File: src/rtl/timeslot_multi.sv
// ---------------------------------------------------------------------------
// timeslot_multi
//   Multi-channel piconet slot timer. A single free-running microsecond slot
//   counter is shared by N_CH channels. Each channel keeps its own slot
//   offset (captured from sync-word correlation), its own Bluetooth clock,
//   its own slot / half-slot pulses and an IDLE/FREE/LOCKED state machine.
//
// Ports
//   clk_6M          system clock
//   rstz            asynchronous active-low reset
//   p_1us           single-cycle 1 us tick
//   ch_en           per-channel enable (level)
//   corre_sync_p    per-channel sync-word correlation pulse
//   pssyncCLK_p     per-channel page-scan clock sync pulse
//   clk_load_p      per-channel BTCLK load strobe
//   clk_load_val    per-channel BTCLK load value, channel i at [i*CLK_W +: CLK_W]
//   offset_clr_p    per-channel clear of slot offset and lock
//   counter_1us     shared slot counter
//   offcounter_1us  per-channel offset-corrected slot counter
//   slot_offset     per-channel captured slot offset
//   BTCLK           per-channel Bluetooth clock
//   tslot_p         per-channel slot-boundary pulse
//   half_tslot_p    per-channel half-slot pulse
//   sync_lock       per-channel LOCKED indication
// ---------------------------------------------------------------------------
module timeslot_multi #(
    parameter int N_CH     = 2,
    parameter int CLK_W    = 28,
    parameter int SLOT_US  = 625,
    parameter int SYNC_POS = 68,
    parameter int CNT_W    = 10
) (
    input  logic                    clk_6M,
    input  logic                    rstz,
    input  logic                    p_1us,
    input  logic [N_CH-1:0]         ch_en,
    input  logic [N_CH-1:0]         corre_sync_p,
    input  logic [N_CH-1:0]         pssyncCLK_p,
    input  logic [N_CH-1:0]         clk_load_p,
    input  logic [N_CH*CLK_W-1:0]   clk_load_val,
    input  logic [N_CH-1:0]         offset_clr_p,
    output logic [CNT_W-1:0]        counter_1us,
    output logic [N_CH*CNT_W-1:0]   offcounter_1us,
    output logic [N_CH*CNT_W-1:0]   slot_offset,
    output logic [N_CH*CLK_W-1:0]   BTCLK,
    output logic [N_CH-1:0]         tslot_p,
    output logic [N_CH-1:0]         half_tslot_p,
    output logic [N_CH-1:0]         sync_lock
);

    typedef enum logic [1:0] {
        ST_IDLE   = 2'd0,
        ST_FREE   = 2'd1,
        ST_LOCKED = 2'd2
    } state_t;

    localparam logic [CNT_W-1:0] SLOT_LEN  = CNT_W'(SLOT_US);
    localparam logic [CNT_W-1:0] SLOT_LAST = CNT_W'(SLOT_US - 1);
    localparam logic [CNT_W-1:0] SLOT_HALF = CNT_W'(SLOT_US / 2);
    localparam logic [CNT_W-1:0] SYNC_AT   = CNT_W'(SYNC_POS);

    logic [CNT_W-1:0] counter_q, counter_d;
    state_t           state_q  [N_CH];
    state_t           state_d  [N_CH];
    logic [CNT_W-1:0] offset_q [N_CH];
    logic [CNT_W-1:0] offset_d [N_CH];
    logic [CLK_W-1:0] btclk_q  [N_CH];
    logic [CLK_W-1:0] btclk_d  [N_CH];

    logic [CNT_W:0]   off_sum  [N_CH];
    logic [CNT_W-1:0] offc     [N_CH];
    logic [CNT_W-1:0] capture  [N_CH];
    logic [N_CH-1:0]  active;
    // A channel reacts to sync/clear/pulse events only while enabled and out
    // of IDLE; dropping ch_en freezes offset and BTCLK on the way to IDLE.
    logic [N_CH-1:0]  live;

    // ---------------- FSM: state register ----------------
    always_ff @(posedge clk_6M or negedge rstz) begin
        if (!rstz) begin
            for (int i = 0; i < N_CH; i++) state_q[i] <= ST_IDLE;
        end else begin
            for (int i = 0; i < N_CH; i++) state_q[i] <= state_d[i];
        end
    end

    // ---------------- FSM: next state ----------------
    always_comb begin
        for (int i = 0; i < N_CH; i++) begin
            state_d[i] = state_q[i];
            if (!ch_en[i]) begin
                state_d[i] = ST_IDLE;
            end else begin
                case (state_q[i])
                    ST_IDLE:   state_d[i] = ST_FREE;
                    // Clear beats a simultaneous correlation.
                    ST_FREE:   if (!offset_clr_p[i] && corre_sync_p[i]) state_d[i] = ST_LOCKED;
                    ST_LOCKED: if (offset_clr_p[i]) state_d[i] = ST_FREE;
                    default:   state_d[i] = ST_IDLE;
                endcase
            end
        end
    end

    // ---------------- FSM: outputs ----------------
    always_comb begin
        for (int i = 0; i < N_CH; i++) begin
            active[i]    = (state_q[i] != ST_IDLE);
            sync_lock[i] = (state_q[i] == ST_LOCKED);
            live[i]      = active[i] & ch_en[i];
        end
    end

    // ---------------- datapath: next values and pulses ----------------
    always_comb begin
        counter_d = counter_q;
        if (p_1us) counter_d = (counter_q == SLOT_LAST) ? '0 : counter_q + CNT_W'(1);

        for (int i = 0; i < N_CH; i++) begin
            // Both operands are below SLOT_US, so one subtract folds the sum.
            off_sum[i] = {1'b0, counter_q} + {1'b0, offset_q[i]};
            if (off_sum[i] >= {1'b0, SLOT_LEN}) off_sum[i] = off_sum[i] - {1'b0, SLOT_LEN};
            offc[i] = off_sum[i][CNT_W-1:0];

            // Offset that places offcounter at SYNC_POS in this very cycle.
            capture[i] = (counter_q <= SYNC_AT) ? (SYNC_AT - counter_q)
                                                : (SYNC_AT + SLOT_LEN - counter_q);

            tslot_p[i]      = p_1us & (offc[i] == SLOT_LAST) & active[i];
            half_tslot_p[i] = p_1us & (offc[i] == SLOT_HALF) & active[i];

            offset_d[i] = offset_q[i];
            if (live[i]) begin
                if (offset_clr_p[i])      offset_d[i] = '0;
                else if (corre_sync_p[i]) offset_d[i] = capture[i];
            end

            btclk_d[i] = btclk_q[i];
            if (clk_load_p[i]) begin
                btclk_d[i] = clk_load_val[i*CLK_W +: CLK_W];
            end else if (live[i]) begin
                if (pssyncCLK_p[i])                     btclk_d[i] = {btclk_q[i][CLK_W-1:2], 2'b11};
                else if (corre_sync_p[i])               btclk_d[i] = {btclk_q[i][CLK_W-1:2], 2'b00};
                else if (tslot_p[i] | half_tslot_p[i])  btclk_d[i] = btclk_q[i] + CLK_W'(1);
            end

            offcounter_1us[i*CNT_W +: CNT_W] = offc[i];
            slot_offset[i*CNT_W +: CNT_W]    = offset_q[i];
            BTCLK[i*CLK_W +: CLK_W]          = btclk_q[i];
        end
        counter_1us = counter_q;
    end

    // ---------------- datapath: registers ----------------
    always_ff @(posedge clk_6M or negedge rstz) begin
        if (!rstz) begin
            counter_q <= '0;
            for (int i = 0; i < N_CH; i++) begin
                offset_q[i] <= '0;
                btclk_q[i]  <= '0;
            end
        end else begin
            counter_q <= counter_d;
            for (int i = 0; i < N_CH; i++) begin
                offset_q[i] <= offset_d[i];
                btclk_q[i]  <= btclk_d[i];
            end
        end
    end

endmodule
File: config.mk
export PLATFORM = sky130hd
export DESIGN_NAME = timeslot_multi
export DESIGN_NICKNAME = d
export VERILOG_FILES = /design/src/rtl/timeslot_multi.sv
export SDC_FILE = /design/constraint.sdc
export NUM_CORES = 1
export LEC_CHECK = 0
export ABC_AREA = 1
export BUFFER_PORTS_ARGS = -buffer_cell sky130_fd_sc_hd__buf_4
export CELL_PAD_IN_SITES_DETAIL_PLACEMENT = 1
export CELL_PAD_IN_SITES_GLOBAL_PLACEMENT = 2
export CORE_MARGIN = 1
export CORE_UTILIZATION = 26
export CTS_CLUSTER_SIZE = 25
export DETAILED_ROUTE_END_ITERATION = 6
export PLACE_DENSITY_LB_ADDON = 0.1
export SLEW_MARGIN = 20
export SYNTH_ARGS = -nofsm -noshare
export SYNTH_HDL_FRONTEND = slang
export SYNTH_SLANG_ARGS = --single-unit
File: constraint.sdc
create_clock -name clk_6M -period 3.2 [get_ports clk_6M]
set_input_delay 0.48 -clock clk_6M [delete_from_list [all_inputs] [get_ports clk_6M]]
set_output_delay 0.48 -clock clk_6M [all_outputs]
set_load 0.03 [all_outputs]
==> summary.txt, run 1 <==
Place
  – Place WS: -0.231 ns
  – I/O Buffers: 180
  – Post-DP HPWL: 23.6 mm
  – Gpl congestion: 0.794
  – DP Area: 10800 µm²

Finish
  – FF/Latch Area: roughly 2300 µm²
  – Nets: around 1600
  – P&R area growth vs syn: 62.8%
  – Area of the multi-input gates: approximately 5700 µm²
  – Ratio of cells with drive above 1 in the final layout: a little over two fifths
  – Fillcell total: between 3000 and 4000
  – Finished Cell Area: 12700 µm²
  – Diodes inserted: 0

Clock network
  – Root buffer cell: clkbuf_16
  – Num CTS Buffers: 9
  – CTS tree: yes
  – Clk Latency, worst-skew pair: around 0.36 ns
  – Cts hold-fix bufs: 0
  – Clk pin slew, worst setup/hold paths: 0.08 ns
  – Max Root-Sink Buffers: 2
  – H-Tree Depth: 3
  – CTS Sinks: 90

Drt
  – DRT iter0 DRCs: approximately 340
  – Vias per cell: about 4.7
  – DRC: 0
  – Drt wl/cell: about 16 µm
  – DR vias: approximately 9100
  – Post-route ant nets: 0
  – Routed WL: 31.3 mm
  – 1st-pass router iterations: 5

STA
  – Worst slew margin: 44.3%
  – Final setup skew: 0.0167 ns
  – RSZ-0062 raised after global routing: yes
  – Slew of the pin with the lowest slew margin: 0.815 ns
  – F_max: 0.271 GHz
  – Post-layout min period: approximately 3.7 ns
  – Post-layout worst setup margin: -0.485 ns
  – TNS Setup: -20.75 ns
  – Final hold viol count: 0
  – Final Cycle Share: 115%
  – Fin. max-slew vios: 0
  – Final setup vio count: 79

Setup path
  – Crit-path max FO: 8
  – Reg2reg path depth: 28
  – Critical path arrival: 3.21 ns
  – Worst Setup End Kind: output port
  – Crit path launch type: flop
  – CP Data Required Time: between 2 and 3 ns
  – WS Path Type: reg -> out

GRT
  – Overall Global Routing Usage: 20.5%
  – Routing usage on met2: ~34%
  – Global-route wire length before repair: 50.0 mm
  – Largest net degree at the start of global routing: 47
  – Grt ovf: 0
  – Vias in the first global route: 9460
  – Met3 GRT Util: 2.44%
  – Most Crowded Layer GR: met2
  – Met1 Track Usage GR: just under 30%
  – Initial antenna violation count: 0

Yosys
  – Yosys top cell area share: 29.0%
  – Seq cells post-synth: 90
  – Syn nets: 1302
  – Cell Area, Synth: roughly 8000 µm²
  – Post-synth top cells: nand2_1, inv_1, nor2_1
  – EDFF count, synth: 0
  – Seq/Total Area, Yosys: 29.0%
  – Primary FF master, synth: dfrtp_1
  – Synthesized area per cell: 6.48 µm²
  – Synth unique cells: 53
  – Synthesis Warnings: 0
  – Most frequent cell after synthesis: nand2_1
  – Largest area contributor in the netlist: dfrtp_1
  – Post-synth ARST share: 100%
  – Top cells by area, synth: dfrtp_1, nand2_1, inv_1
  – Synth Instances: 1200

Pwr
  – Max rail drop VDD: 0.477 mV
  – PwrDens: 1020 nW/µm²
  – Leak pwr: 0.00628 µW

Floorplan
  – Die footprint: 30600 µm²
  – Ports: 181
  – Initial Util: 26.7%
  – FP Rows: a little over 60
  – Core Region: between 20000 and 30000 µm²
  – Die Span Y: between 150 and 200 µm
  – Horiz. Die Dim: 175 µm

Status
  – Outcome: complete, but fails checks
  – Failing checks: negative setup slack

Hold path
  – Worst Hold Class: in -> async

Run
  – Max_cap viols: 0
## registers in the layout, indices dropped and copies added, names as in the netlist
| register | count |
|---|---|
| state_q | 4 |
| slot_offset | 20 |
| BTCLK | 56 |
| counter_1us | 10 |
## critical path, stage by stage, from the launching register on
cell and delay (ns):
dfrtp_2 0.42, ha_4 0.15, inv_2 0.04, fa_2 0.36, inv_2 0.09, nand2_4 0.07, nand2_8 0.09, nand3_4 0.09
nand3_4 0.08, nand2_4 0.06, nor2_4 0.11, nand2_1 0.08, nand2_2 0.08, nand2_4 0.07, nor2_4 0.19, buf_12 0.16
nor2_4 0.05, xor2_4 0.20, inv_2 0.07, nor2_4 0.14, nand2_4 0.08, inv_2 0.06, buf_6 0.12
## routing by layer
layer | routed length [µm] | share of wire (%) | up-vias
met1 | 15300 | 49 | 4378
met5 | 0 | 0 | -
met2 | 14700 | 47 | 150
li1 | - | - | 4578
met4 | 355 | 1.1 | 0
met3 | 854 | 2.7 | 18
## path summary, 6_finish.rpt
check,startpoint,endpoint,slack [ns]
worst max-delay path,counter_1us[0]$_DFFE_PN0P_,tslot_p[1],-0.49
worst min-delay path,rstz,slot_offset[9]$_DFFE_PN0P_,0.16
worst max register to register,counter_1us[0]$_DFFE_PN0P_,BTCLK[30]$_DFFE_PN0P_,-0.43
worst min register to register,BTCLK[55]$_DFFE_PN0P_,BTCLK[55]$_DFFE_PN0P_,0.52
max in group asynchronous,rstz,BTCLK[38]$_DFFE_PN0P_,2.36
min in group clk_6M,p_1us,counter_1us[1]$_DFFE_PN0P_,0.35
## timing repair
item,4_1_cts,5_1_grt
endpoints found under the setup margin,80,80
pin swaps,59,73
gates resized for setup,133,165
gates cloned,6,2
buffers inserted,23,13
## area by class of cell
cell class	instances	share of cell area (%)
Clock buffer	10	1.89
Clock inverter	6	0.573
Inverter	180	5.60
Multi-Input combinational cell	908	45.3
Sequential cell	90	17.9
Tap cell	384	3.80
Timing Repair Buffer	357	24.9
## cell families (layout without fill, tap and decap cells)
logic type	count (synthesis)	count (layout)	synth area share [%]
buffers and inverters	203	553	10.8
adders and majority gates	33	33	5.51
DFF	90	90	29.0
and+or+nand+nor	657	658	37.0
AOI/OAI and AO/OA	193	193	15.0
xor gates and xnor gates	24	24	2.70
## per-stage QoR
stage                     cells  hold slack [ns]  power (µW)  utilization [%]
after floorplan            1200            0.184        6300                -
after global placement     1881            0.486        9860             37.1
after detailed placement   1881            0.499        9960             37.1
after CTS                  1922            0.181       12200             40.9
after global routing       1935            0.212       13900             43.5
final                      1935            0.156       12900             43.5
## layout by cell type (no fill, tap or decap), types with 11 or more instances in the layout
cell	netlist	final
buf_6	5	43
nand2_4	2	37
ha_1	31	19
xor2_1	20	19
buf_4	1	292
a21oi_1	35	31
nand3_1	78	53
a32o_1	13	13
nand2_1	358	260
inv_2	3	23
nand2_2	27	87
o21ai_2	2	17
nor2_1	110	90
inv_1	175	151
o21ai_0	83	75
nor3_1	31	29
nor2_2	8	17
nand3_2	6	26
dfrtp_1	90	81
buf_12	1	13
nand4_1	12	12
a32oi_1	12	12
clkbuf_16	0	11
nor2_4	4	16
## report_power, final
group          internal (µW)  switching, µW
Combinational           4460           5400
Clock                    641            557
Sequential              1430            439
Note: power is estimated with default switching activity, not from simulation.
==> run 2: changes to the inputs <==
--- a/config.mk
+++ b/config.mk
@@ -14,6 +14,7 @@
 export CTS_CLUSTER_SIZE = 25
 export DETAILED_ROUTE_END_ITERATION = 6
 export PLACE_DENSITY_LB_ADDON = 0.1
+export SKIP_CTS_REPAIR_TIMING = 1
 export SLEW_MARGIN = 20
 export SYNTH_ARGS = -nofsm -noshare
 export SYNTH_HDL_FRONTEND = slang
==> run 2 against run 1 <==
Effect of this change: critical path depth stayed put; sequential power about the same; the flow still finishes with violations (negative setup slack); utilization shrank 1.0 points; fmax fell by 1.1%; first-iteration DRC count increased by 10%; register-to-register slack about the same; worst setup slack worse by 0.041 ns; largest cell class unchanged; count of clock-buffer cells in the layout unchanged; sequential cell count is the same; clock power barely moved; sequential share of layout area increased by 0.43 points.
==> summary.txt, run 2 (synthesis results as in run 1) <==
Floorplan
  – Die Span Y: 175 µm (unchanged)
  – Core Region: 29100 µm² (unchanged)
  – Initial Util: 26.7% (unchanged)
  – Horiz. Die Dim: 175 µm (unchanged)
  – FP Rows: 62 (unchanged)
  – Ports: 181 (unchanged)
  – Die footprint: 30600 µm² (unchanged)

Status
  – Outcome: complete, but fails checks
  – Failing checks: negative setup slack

Drt
  – Vias per cell: 4.69 (-0.43%)
  – Routed WL: 31.0 mm (-0.94%)
  – 1st-pass router iterations: 4 (-1)
  – Drt wl/cell: 16.1 µm (-0.68%)
  – Post-route ant nets: 0 (unchanged)
  – DRC: 0 (unchanged)
  – DR vias: 9061 (-0.69%)
  – DRT iter0 DRCs: 379 (+10%)

Setup path
  – Critical Path Max Stage Delay: 0.43 ns (about the same)
  – Worst Setup SP: counter_1us[0]$_DFFE_PN0P_
  – Crit-path max FO: 8 (unchanged)
  – Max stage delay cell, worst path: dfrtp_2
  – Crit path cell chain: ha_4, inv_2, fa_2, inv_2, nand2_4, nand2_8, nand3_4, nand3_4, nand2_4, nor2_4, nand2_1, nand2_2, nand2_4, nor2_4, buf_12, nor2_4, a21oi_2, nand2_2, nor2_4, nand2_4, inv_2, buf_6
  – WP buf/inv: 5 (-1)
  – Critical path arrival: 3.25 ns (+0.04 ns)
  – Critical path's top delay family: simple AND/OR/NAND/NOR gates
  – WS Path Type: reg -> out
  – Worst reg2reg path startpoint: counter_1us[0]$_DFFE_PN0P_
  – Worst Setup End Kind: output port
  – CP Data Required Time: 2.72 ns (about the same)
  – Crit path launch type: flop

Clock network
  – CTS Sinks: 90 (unchanged)
  – CTS tree: yes
  – Num CTS Buffers: 9 (unchanged)
  – Clk pin slew, worst setup/hold paths: 0.08 ns (about the same)
  – Root buffer cell: clkbuf_16
  – Max Root-Sink Buffers: 2 (unchanged)
  – H-Tree Depth: 3 (unchanged)
  – Clk Latency, worst-skew pair: 0.37 ns (about the same)

GRT
  – Global-route wire length before repair: 48.0 mm (-4.1%)
  – Largest net degree at the start of global routing: 47 (unchanged)
  – Overall Global Routing Usage: 19.6% (-0.89 points)
  – Grt ovf: 0 (unchanged)
  – Initial antenna violation count: 0 (unchanged)
  – Vias in the first global route: 9211 (-2.6%)

Pwr
  – Total power: 12800 µW (-0.63%)
  – Leak pwr: 0.00614 µW (-2.2%)
  – Max rail drop VDD: 0.493 mV (+3.4%)
  – Switching power: 6390 µW (about the same)
  – Cell Int Power: 6460 µW (-1.2%)
  – PwrDens: 1040 nW/µm² (+1.8%)
  – Net Sw Frac: 49.8% (+0.29 points)
  – Clock network fraction of total power: 9.3% (about the same)
  – Power share of the sequential group: 14.4% (about the same)
  – Combinational power share: 76.3% (about the same)

Finish
  – Nets: 1643 (-0.30%)
  – Commonest non-fill, non-tap cell in the layout: nand2_1
  – Diodes inserted: 0 (unchanged)
  – Ratio of cells with drive above 1 in the final layout: 39.5% (-3.1 points)
  – Fillcell total: 3678 (+0.63%)
  – P&R area growth vs syn: 58.9%
  – Max FFs per register: 56 (unchanged)
  – Most frequent cells in the layout: nand2_1, buf_4, inv_1, nor2_1, dfrtp_1

Hold path
  – Worst Hold Class: in -> async

STA
  – Worst slew margin: 45.4% (+1.1 points)
  – Final setup vio count: 79 (unchanged)
  – Fin. max-slew vios: 0 (unchanged)
  – TNS Setup: -20.88 ns (-0.131 ns)
  – RSZ-0062 raised after global routing: yes
  – Post-layout worst setup margin: -0.526 ns (-0.0405 ns)
  – Final setup skew: 0.0166 ns (-0.000164 ns)
  – Slew of the pin with the lowest slew margin: 0.798 ns (-0.0166 ns)
  – Post-layout min period: 3.73 ns (+0.0405 ns)
  – Final hold viol count: 0 (unchanged)
  – F_max: 0.268 GHz (-1.1%)
  – Final Cycle Share: 116% (+1.3 points)
  – Hold slack: 0.156 ns (+0.000219 ns)

Place
  – Post-DP HPWL: 23.6 mm (unchanged)
  – Gpl congestion: 0.794 (unchanged)
  – I/O Buffers: 180 (unchanged)

Run
  – Max_cap viols: 0 (unchanged)
==> run 2: changes by cell type in the layout (fill, tap and decap cells not counted), sizes merged <==
cell | before | now
buf | 355 | 346
clkbuf | 12 | 15
nand2 | 387 | 388
==> run 2: layout make-up <==
class,count,area [µm²],area share (%)
timing repair buffer,351,3020,24.4
tap,384,480,3.89
multi-input combinational,909,5580,45.1
inverter,180,708,5.73
clock inverter,6,72.6,0.587
clock buffer,10,239,1.93
sequential,90,2260,18.3
==> run 2: final timing paths <==
path                                         endpoint  slack, ns  cells after the start
setup / recovery                           tslot_p[1]      -0.53                     22
hold / removal             slot_offset[9]$_DFFE_PN0P_       0.16                      1
setup reg to reg                BTCLK[33]$_DFFE_PN0P_      -0.43                     27
hold reg to reg                 BTCLK[55]$_DFFE_PN0P_       0.51                      2
max in group asynchronous       BTCLK[38]$_DFFE_PN0P_       2.35                      2
min in group clk_6M        counter_1us[1]$_DFFE_PN0P_       0.35                      2
==> run 2: power by group through the flow <==
| stage | clock network (µW) | registers [µW] | logic, µW |
|---|---|---|---|
| after floorplan | 0 | 2280 | 4020 |
| after global placement | 0 | 1810 | 8050 |
| after detailed placement | 0 | 1820 | 8150 |
| after CTS | 1220 | 1800 | 8180 |
| after global routing | 1260 | 1900 | 10600 |
| final | 1200 | 1850 | 9800 |
==> run 2: routing by layer <==
metal	part of all wire [%]	vias to the layer above	track usage, %
li1	-	4574	-
met1	50	4311	27.7
met2	46	155	31.9
met3	2.7	21	2.44
met4	1.3	0	4.09
met5	0	-	0
==> run 2: worst register-to-register path, stage by stage (launching register included) <==
cell and delay, ns:
dfrtp_2 0.43, ha_4 0.16, inv_2 0.04, fa_2 0.36
inv_2 0.09, nand2_4 0.08, nand2_8 0.09, nand3_4 0.10
nand3_4 0.09, nand2_4 0.07, nor2_4 0.11, nand2_1 0.08
nand2_2 0.08, nand2_4 0.07, nor2_4 0.20, buf_12 0.17
nor2_4 0.04, a21oi_2 0.14, nand2_2 0.08, nor2_4 0.16
nand2_4 0.08, buf_4 0.14, buf_6 0.11, nand3_4 0.11
nand2_8 0.11, clkbuf_16 0.21, nand2_1 0.06, o21ai_1 0.07
==> run 2: through the flow <==
stage | utilization [%] | setup WS, ns | area [µm²] | instances
after CTS | 38.2 | -0.672 | 11100 | 1897
after floorplan | - | -0.0341 | 7970 | 1200
after detailed placement | 37.1 | -0.231 | 10800 | 1881
final | 42.5 | -0.526 | 12400 | 1930
after global routing | 42.5 | -0.699 | 12400 | 1930
after global placement | 37.1 | -0.179 | 10800 | 1881
==> run 3: changes to the inputs <==
--- a/config.mk
+++ b/config.mk
@@ -14,6 +14,7 @@
 export CTS_CLUSTER_SIZE = 25
 export DETAILED_ROUTE_END_ITERATION = 6
 export PLACE_DENSITY_LB_ADDON = 0.1
+export RECOVER_POWER = 100
 export SKIP_CTS_REPAIR_TIMING = 1
 export SLEW_MARGIN = 20
 export SYNTH_ARGS = -nofsm -noshare
==> run 3 against run 2 <==
Effect of this change: the flow still finishes with violations (negative setup slack); die area stayed put; fmax hardly changed; register-to-register slack hardly changed; non-clock buffer count stayed put; worst setup slack better by 0.0029 ns; clock skew hardly changed; power is 1.8% lower; via count is 0.21% higher; global-route usage stayed put; critical path depth stayed put; sequential power hardly changed; sequential share of layout area is 0.50 points higher; critical path type unchanged.
==> summary.txt, run 3 (synthesis results as in run 1) <==
Place
  – I/O Buffers: 180 (unchanged)
  – Post-DP HPWL: 23.6 mm (unchanged)
  – DP Cell Count: 1881 (unchanged)
  – Gpl congestion: 0.794 (unchanged)

STA
  – TNS Setup: -20.85 ns (+0.0258 ns)
  – Final hold viol count: 0 (unchanged)
  – Post-layout worst setup margin: -0.523 ns (+0.00294 ns)
  – Final setup vio count: 79 (unchanged)
  – F_max: 0.269 GHz (about the same)
  – Final Cycle Share: 116% (about the same)
  – Hold slack: 0.353 ns (+0.197 ns)
  – RSZ-0062 raised after global routing: yes
  – Worst slew margin: 13.6% (-32 points)
  – Slew of the pin with the lowest slew margin: 1.30 ns (+0.498 ns)
  – Fin. max-slew vios: 0 (unchanged)
  – Final setup skew: 0.0168 ns (+0.000244 ns)
  – Post-layout min period: 3.72 ns (-0.00294 ns)

Run
  – Max_cap viols: 0 (unchanged)

Clock network
  – CTS tree: yes
  – Num CTS Buffers: 9 (unchanged)
  – Clk pin slew, worst setup/hold paths: 0.07 ns (about the same)
  – Max Root-Sink Buffers: 2 (unchanged)
  – Root buffer cell: clkbuf_16
  – H-Tree Depth: 3 (unchanged)
  – CTS Sinks: 90 (unchanged)
  – Clk Latency, worst-skew pair: 0.36 ns (about the same)

Drt
  – Vias per cell: 4.70 (+0.21%)
  – 1st-pass router iterations: 4 (unchanged)
  – DR vias: 9080 (+0.21%)
  – Post-route ant nets: 0 (unchanged)
  – Drt wl/cell: 16.0 µm (-0.12%)
  – Top routing layer in use: met4
  – Met2 WL post-DR: 14.2 mm (about the same)
  – DRC: 0 (unchanged)
  – DRT iter0 DRCs: 370 (-2.4%)
  – Routed WL: 30.9 mm (-0.12%)
  – Met3 wire len: 819 µm (-1.6%)
  – Wl on met1: 15.5 mm (-0.10%)

Finish
  – Fin cells: 1930 (unchanged)
  – Max FFs per register: 56 (unchanged)
  – Nets: 1643 (unchanged)
  – Most frequent cells in the layout: nand2_1, buf_4, inv_1, nor2_1, clkbuf_1
  – Diodes inserted: 0 (unchanged)
  – Ratio of cells with drive above 1 in the final layout: 33.8% (-5.8 points)
  – P&R area growth vs syn: 54.5%
  – Commonest non-fill, non-tap cell in the layout: nand2_1

GRT
  – Grt ovf: 0 (unchanged)
  – Largest net degree at the start of global routing: 47 (unchanged)
  – Initial antenna violation count: 0 (unchanged)
  – Global-route wire length before repair: 48.0 mm (unchanged)
  – Overall Global Routing Usage: 19.6% (unchanged)
  – Vias in the first global route: 9211 (unchanged)

Floorplan
  – Core Region: 29100 µm² (unchanged)
  – Initial Util: 26.7% (unchanged)
  – Die footprint: 30600 µm² (unchanged)
  – Ports: 181 (unchanged)
  – Horiz. Die Dim: 175 µm (unchanged)
  – FP Rows: 62 (unchanged)
  – Die Span Y: 175 µm (unchanged)

Setup path
  – CP Data Required Time: 2.72 ns (about the same)
  – Crit path launch type: flop
  – Crit path cell chain: ha_4, inv_2, fa_2, inv_2, nand2_4, nand2_8, nand3_4, nand3_4, nand2_4, nor2_4, nand2_1, nand2_2, nand2_4, nor2_4, buf_12, nor2_4, a21oi_2, nand2_2, nor2_4, nand2_4, inv_2, buf_6
  – WS Path Type: reg -> out
  – Max stage delay cell, worst path: dfrtp_2
  – Critical path arrival: 3.24 ns (about the same)
  – Crit-path max FO: 8 (unchanged)
  – Critical Path Max Stage Delay: 0.43 ns (about the same)
  – Worst Setup End Kind: output port

Pwr
  – Max rail drop VDD: 0.493 mV (about the same)
  – Leak pwr: 0.00580 µW (-5.6%)
  – PwrDens: 1050 nW/µm² (+0.99%)
  – Total power: 12600 µW (-1.8%)

Status
  – Failing checks: negative setup slack
  – Outcome: complete, but fails checks

Hold path
  – Worst Hold Class: in -> reg
run 3: final timing paths:
path | from | slack (ns) | to | depth (start not counted)
setup / recovery | counter_1us[0]$_DFFE_PN0P_ | -0.52 | tslot_p[1] | 22
hold / removal | p_1us | 0.35 | counter_1us[1]$_DFFE_PN0P_ | 2
setup reg to reg | counter_1us[0]$_DFFE_PN0P_ | -0.42 | BTCLK[33]$_DFFE_PN0P_ | 27
hold reg to reg | BTCLK[55]$_DFFE_PN0P_ | 0.51 | BTCLK[55]$_DFFE_PN0P_ | 2
max in group asynchronous | rstz | 0.92 | BTCLK[38]$_DFFE_PN0P_ | 2
min in group asynchronous | rstz | 0.39 | slot_offset[9]$_DFFE_PN0P_ | 1
run 3: layout make-up:
cell class | instances | area (µm²)
tap | 384 | 480
multi-input combinational | 909 | 5570
clock inverter | 6 | 72.6
fill | 3727 | 17100
clock buffer | 10 | 239
timing repair buffer | 351 | 2680
sequential | 90 | 2260
inverter | 180 | 708
run 3: critical path, delay by kind of cell, from the launching register on:
kind | cells | cell delay (ns)
buffers and inverters | 5 | 0.48
AOI/OAI and AO/OA | 1 | 0.14
and+or+nand+nor | 14 | 1.31
adders and majority gates | 2 | 0.52
DFF | 1 | 0.43
run 3: power by group:
group / switching, µW / leakage [µW] / internal, µW / total, µW
Sequential: 407 / 0.00116 / 1430 / 1840
Clock: 560 / 0.000155 / 641 / 1200
Combinational: 5410 / 0.00449 / 4160 / 9570
Total: 6380 / 0.00580 / 6230 / 12600
run 3: layer usage:
layer	GRT usage (%)	vias up
met5	0	-
met4	4.09	0
met3	2.44	22
met2	31.9	148
met1	27.7	4330
li1	-	4580
run 3: per-stage QoR:
stage | util [%] | setup slack [ns] | instance area (µm²)
detailed placement | 37.1 | -0.231 | 10800
CTS | 38.2 | -0.672 | 11100
floorplan | - | -0.0341 | 7970
finish | 41.3 | -0.523 | 12000
global placement | 37.1 | -0.179 | 10800
global route | 41.3 | -0.699 | 12000
